### src/rtl/btn_debounce_array.sv
// Multi-channel button front end: 2-flop sync, counter debounce, press/release
// pulses. Define BTN_AUTOREPEAT_EN to add the per-channel hold/auto-repeat FSM.
module btn_debounce_array #(
  parameter int NUM_BTN      = 2,
  parameter int DEBOUNCE_CYC = 1_000_000,
  parameter int HOLD_CYC     = 50_000_000,
  parameter int REPEAT_CYC   = 10_000_000
) (
  input  logic               clk_100,
  input  logic               a_rst_n,
  input  logic               s_rst,
  input  logic [NUM_BTN-1:0] btn_i,
  output logic [NUM_BTN-1:0] level_o,
  output logic [NUM_BTN-1:0] press_o,
  output logic [NUM_BTN-1:0] release_o,
  output logic [NUM_BTN-1:0] hold_o
);

  localparam int DW = $clog2(DEBOUNCE_CYC + 1);
  localparam logic [DW-1:0] D_LAST = DW'(DEBOUNCE_CYC - 1);

`ifdef BTN_AUTOREPEAT_EN
  localparam int HMAX =
    (HOLD_CYC > REPEAT_CYC) ? HOLD_CYC : REPEAT_CYC;
  localparam int HW = $clog2(HMAX + 1);
  localparam logic [HW-1:0] H_LAST = HW'(HOLD_CYC - 1);
  localparam logic [HW-1:0] R_LAST = HW'(REPEAT_CYC - 1);

  typedef enum logic [1:0] {
    IDLE,
    WAIT_HOLD,
    REPEAT
  } rpt_e;
`endif

  for (genvar i = 0; i < NUM_BTN; i++) begin : g_ch
    logic          meta_q;
    logic          sync_q;
    logic [DW-1:0] dcnt_q;
    logic [DW-1:0] dcnt_d;
    logic          level_q;
    logic          level_d;
    logic          press_q;
    logic          press_d;
    logic          rel_q;
    logic          rel_d;
    logic          rise;
    logic          fall;

    // A mismatch must survive DEBOUNCE_CYC consecutive cycles to flip level.
    always_comb begin
      dcnt_d  = '0;
      level_d = level_q;
      if (sync_q != level_q) begin
        if (dcnt_q == D_LAST) begin
          level_d = ~level_q;
        end else begin
          dcnt_d = dcnt_q + 1'b1;
        end
      end
    end

    assign rise  = level_d & ~level_q;
    assign fall  = ~level_d & level_q;
    assign rel_d = fall;

`ifdef BTN_AUTOREPEAT_EN
    rpt_e          st_q;
    rpt_e          st_d;
    logic [HW-1:0] hcnt_q;
    logic [HW-1:0] hcnt_d;
    logic          hold_q;
    logic          hold_d;
    logic          rpt;

    // A fall outranks a terminal count landing on the same edge.
    always_comb begin
      st_d   = st_q;
      hcnt_d = hcnt_q;
      hold_d = hold_q;
      rpt    = 1'b0;
      if (fall) begin
        st_d   = IDLE;
        hcnt_d = '0;
        hold_d = 1'b0;
      end else if (rise) begin
        st_d   = WAIT_HOLD;
        hcnt_d = '0;
      end else if (st_q == WAIT_HOLD) begin
        if (hcnt_q == H_LAST) begin
          rpt    = 1'b1;
          hold_d = 1'b1;
          hcnt_d = '0;
          st_d   = REPEAT;
        end else begin
          hcnt_d = hcnt_q + 1'b1;
        end
      end else if (st_q == REPEAT) begin
        if (hcnt_q == R_LAST) begin
          rpt    = 1'b1;
          hcnt_d = '0;
        end else begin
          hcnt_d = hcnt_q + 1'b1;
        end
      end
    end

    assign press_d = rise | rpt;

    always_ff @(posedge clk_100 or negedge a_rst_n) begin
      if (!a_rst_n) begin
        st_q   <= IDLE;
        hcnt_q <= '0;
        hold_q <= 1'b0;
      end else if (s_rst) begin
        st_q   <= IDLE;
        hcnt_q <= '0;
        hold_q <= 1'b0;
      end else begin
        st_q   <= st_d;
        hcnt_q <= hcnt_d;
        hold_q <= hold_d;
      end
    end

    assign hold_o[i] = hold_q;
`else
    assign press_d   = rise;
    assign hold_o[i] = 1'b0;
`endif

    always_ff @(posedge clk_100 or negedge a_rst_n) begin
      if (!a_rst_n) begin
        meta_q  <= 1'b0;
        sync_q  <= 1'b0;
        dcnt_q  <= '0;
        level_q <= 1'b0;
        press_q <= 1'b0;
        rel_q   <= 1'b0;
      end else if (s_rst) begin
        meta_q  <= 1'b0;
        sync_q  <= 1'b0;
        dcnt_q  <= '0;
        level_q <= 1'b0;
        press_q <= 1'b0;
        rel_q   <= 1'b0;
      end else begin
        meta_q  <= btn_i[i];
        sync_q  <= meta_q;
        dcnt_q  <= dcnt_d;
        level_q <= level_d;
        press_q <= press_d;
        rel_q   <= rel_d;
      end
    end

    assign level_o[i]   = level_q;
    assign press_o[i]   = press_q;
    assign release_o[i] = rel_q;
  end

endmodule

### config.mk
export PLATFORM = sky130hd
export DESIGN_NAME = btn_debounce_array
export DESIGN_NICKNAME = d
export VERILOG_FILES = /design/src/rtl/btn_debounce_array.sv
export SDC_FILE = /design/constraint.sdc
export NUM_CORES = 1
export LEC_CHECK = 0
export ABC_AREA = 0
export BUFFER_PORTS_ARGS = -buffer_cell sky130_fd_sc_hd__buf_2
export CAP_MARGIN = 5
export CORE_MARGIN = 2
export CORE_UTILIZATION = 32
export CTS_CLUSTER_SIZE = 16
export DETAILED_ROUTE_END_ITERATION = 10
export PLACE_DENSITY = 0.44
export SKIP_LAST_GASP = 1
export SYNTH_ARGS = -nofsm -noshare
export SYNTH_HDL_FRONTEND = slang
export SYNTH_SLANG_ARGS = --single-unit
### constraint.sdc
create_clock -name clk_100 -period 2.4 [get_ports clk_100]
set_input_delay 0.12 -clock clk_100 [delete_from_list [all_inputs] [get_ports clk_100]]
set_output_delay 0.12 -clock clk_100 [all_outputs]
set_load 0.02 [all_outputs]
# [Word-level counts from Yosys, hierarchy flattened]
# Cells that the tools add are included.
[totals] regBits=50 in_bits=5 wordCells=46
[classes] addsub=2 n_eq_ne=4 n_mux=20 bitwise_logic=8
[op_table] operator="20-bit two-way mux" n=6
[op_table] operator="20-bit by 1-bit adder with 20-bit output (second input constant)" n=2
[op_table] operator="20-bit equality test (second input constant)" n=2
[op_table] operator="1-bit two-way mux" n=14
[op_table] operator="1-bit bitwise AND" n=4
[op_table] operator="1-bit inverter" n=4
[op_table] operator="1-bit != test" n=2

# [Depth between registers and ports, before layout]
[depth] depth_word=6 depth_mapped=6 mapped_depth_nobuf=5

# [Worst setup path before layout]
# OpenSTA, ideal clock, no wires.
[synth_timing] path_type="register to register" from="reg g_ch[1].dcnt_q[0]" to="reg g_ch[1].dcnt_q[18]" arrival_time_ps=1927 required_time_ps=2322 path_slack_ps=396 stages_incl_launch_ff=7 path_buffers=1 synth_period_minus_slack_ps=2004 cell_sequence="dfrtp_1 -> ha_1 -> nand3_1 -> or4_1 -> buf_2 -> or4_1 -> a21oi_1"
[synth_via] elab_chain_cells=4
[synth_rtl] element="start: declaration" line_no="39" text="logic [DW-1:0] dcnt_q;"
[synth_rtl] element="start signal: assignment" line_no="150" text="dcnt_q <= dcnt_d;"
[synth_rtl] element="20-bit by 1-bit adder with 20-bit output / 20-bit equality test (equally long branches)" line_no="58, 55"
[synth_rtl] element="20-bit two-way mux *" line_no="55" text="if (dcnt_q == D_LAST) begin"
[synth_rtl] element="20-bit two-way mux *" line_no="54" text="if (sync_q != level_q) begin"
[synth_rtl] element="20-bit two-way mux *" line_no="140" text="end else if (s_rst) begin"
# Mark *: on every way between the ends. The rest lies on a longest branch, timed or not.

# [Final worst setup path]
# Same ends and word-level chain as after synthesis.

==> results_dict.tcl <==
set metrics [dict create \
    routabilityCongestion 0.763 \
    yosysTopAreaCellShare_pct 51.3 \
    final_cell_area_mm2 0.00268 \
    drc 0 \
    avgSynthCellArea_um2 9.80 \
    cts_resized 0 \
    yosys_warnings 0 \
    slew_violations 0 \
    fin_crit_ns 2.20 \
    rsz0062_at_grt "no" \
    wl_um 4810 \
    drv_cap 0 \
    finalHoldViolCount 0 \
    yosysTopAreaCell "dfrtp_1" \
    chipHeight_um 91.3 \
    synth.top_cells.by_count "50 x dfrtp_1, 29 x nor2_1, 20 x xnor2_1, 15 x a21oi_1, 15 x nand3_1" \
    cts_tree "done" \
    critPathMaxStageDelay_ns 0.65 \
    numCtsBuffers 5 \
    irDropWorstVdd_mv 0.206 \
    fp.dieW_um 91.3 \
    grt_pass1_wl_um 8610 \
    placed_cells 350 \
    synth_edf_count 0 \
    setup_tns_ns 0 \
    antenna_found_initial 0 \
    worstRegToRegCells 5 \
    whs_ns 0.0230 \
    post-place-ws_ns 0.215 \
    h-tree-depth 2 \
    dpl.hpwl_um 3240 \
    utilization_pct 36.6 \
    min_to "g_ch[0].meta_q" \
    avgRoutedWirePerCell_um 13.4 \
    synthArstFlopShare_pct 100 \
    ys.flop_type "dfrtp_1" \
    startpoint_type "flip-flop" \
    clock-sinks 50 \
    holdPathStages 2 \
    grt_use_total_pct 12.7 \
    yosysMostFrequentCell "dfrtp_1" \
    finalPower_mw 1.41 \
    grt.overflow.total 0 \
    p_per_area_mw_per_mm2 527 \
    finalNonFillerCells 359 \
    p_leak_nw 1.00 \
    dieArea_mm2 0.00834 \
    ctsRootBufferMaster "clkbuf_8" \
    ant_nets 0 \
    vias 1767 \
    critPathMostFrequentCell "or4_1" \
    clock_latency_ns 0.31 \
    synth.distinct_cells 33 \
    ys_seq_area_share_pct 51.3 \
    grt_max_degree 51 \
    grt_pass1_vias 1752 \
    arrival_ns 2.43 \
    drt-pass1-iter-count 4 \
    syn_inst 249 \
    netlist_area_mm2 0.00244 \
    r2r_start "g_ch[1].dcnt_q[0]" \
    path_clk_slew_ns 0.10 \
    synth.ff_latch_count 50 \
    worst_ep_required_time_ns 2.63 \
    core_mm2 0.00733 \
    fp-row-count 31 \
    start_util_pct 33.3 \
    fin_ws_ns 0.202 \
    clk_path_buf_depth 2 \
    fin_nets 266 \
    cp_max_fo 7 \
    first_iter_violations 80 \
    worstPathCellList "ha_1 -> nand3_1 -> or4_1 -> or4_1 -> a21oi_1" \
    r2r-end "g_ch[1].dcnt_q[18]" \
    placed_area_mm2 0.00258 \
    area_growth_pct 9.95 \
    drive_gt1_share_pct 10.8 \
    fmax_ghz 0.455 \
    setup_viol 0 \
    hp-class "in -> reg" \
    status "finished, final reports clean" \
    clock_skew_ns 0.00745 \
    hp-start "btn_i[0]" \
    synth_area_leaders "dfrtp_1 51%, xnor2_1 7.2%, nor2_1 4.5%" \
    drt-vias-per-instance 4.92 \
    r2r_slack_ns 0.20 \
    n_antenna_cell 0 \
    portBuffers 10 \
    io_pins 13 \
    critPathKind "reg -> reg" \
    end_kind "flip-flop" \
    cp_slowest_cell "or4_1" \
    period_share_pct 91.6 \
]
==> critical path: cells and delay by family (launching register included) <==
family	cells	cell delay [ns]
AOI/OAI and AO/OA	1	0.17
adders and majority gates	1	0.25
DFF	1	0.42
and+or+nand+nor	3	1.28
==> metal layers <==
layer	wire length, um	vias up	GRT usage, %
li1	-	880	-
met5	0	-	0
met1	2530	851	18.2
met3	148	6	2.99
met2	2070	30	19.1
met4	64	0	3.79
==> state kept, by name (all words and copies together) (netlist names) <==
name / count
g_ch.sync_q: 2
g_ch.press_q: 2
g_ch.dcnt_q: 40
g_ch.rel_q: 2
g_ch.level_q: 2
g_ch.meta_q: 2
==> what timing repair did <==
action / 4_1_cts / 5_1_grt
buffers inserted: 0 / 0
endpoints found under the hold margin: 50 / 0
hold buffers: 1 / 0
==> layout make-up <==
type                            count  area (um^2)
Clock buffer                        5         68.8
Tap cell                           99          124
Fill cell                         748         4650
Inverter                            9         33.8
Clock inverter                      3         25.0
Multi-Input combinational cell    178         1080
Sequential cell                    50         1250
Timing Repair Buffer               15          103
==> worst max path at each step <==
stage | from | to | slack (ns) | cells after the start
2_1_floorplan | g_ch[1].dcnt_q[0] | g_ch[1].dcnt_q[18] | 0.40 | 6
3_3_place_gp | g_ch[1].dcnt_q[0] | g_ch[1].dcnt_q[18] | 0.29 | 5
3_5_place_dp | g_ch[1].dcnt_q[0] | g_ch[1].dcnt_q[18] | 0.21 | 5
4_1_cts | g_ch[1].dcnt_q[0] | g_ch[1].dcnt_q[18] | 0.19 | 5
5_1_grt | g_ch[1].dcnt_q[0] | g_ch[1].dcnt_q[18] | 0.07 | 5
6_report | g_ch[1].dcnt_q[0] | g_ch[1].dcnt_q[18] | 0.20 | 5
==> cells by family (layout without fill, tap and decap cells) <==
group                    count (synthesis)  in the layout  synth area share [%]
AND/OR/NAND/NOR                        119            119                  26.9
flip-flops                              50             50                  51.3
AO/OA/AOI/OAI                           30             30                  6.92
XOR/XNOR                                25             25                  8.97
buffers and inverters                   22             32                  4.72
adder cells (fa/ha/maj)                  2              2                  1.03
other                                    1              2                 0.154
==> layout by cell type (no fill, tap or decap), types with 2 or more instances in the layout <==
cell / Yosys / layout
a21oi_1: 15 / 15
and2_1: 3 / 3
and3_1: 6 / 6
buf_2: 2 / 10
buf_4: 8 / 3
clkbuf_8: 0 / 5
conb_1: 1 / 2
dfrtp_1: 50 / 50
ha_1: 2 / 2
inv_1: 9 / 9
nand2_1: 10 / 10
nand2b_1: 4 / 4
nand3_1: 15 / 15
nand4_1: 7 / 7
nor2_1: 29 / 29
nor2b_1: 4 / 4
nor3_1: 10 / 10
nor4_1: 5 / 5
nor4b_1: 2 / 2
o21ai_0: 7 / 7
o31ai_1: 6 / 6
or3_1: 8 / 8
or3b_2: 2 / 2
or4_1: 9 / 9
xnor2_1: 20 / 20
xor2_1: 5 / 5
==> power by group <==
group | total, mW | internal, mW | switching [mW]
clock | 0.523 | 0.211 | 0.311
combinational | 0.0426 | 0.0115 | 0.0311
sequential | 0.849 | 0.846 | 0.00280
No activity file was read; power rests on OpenSTA's default activity.
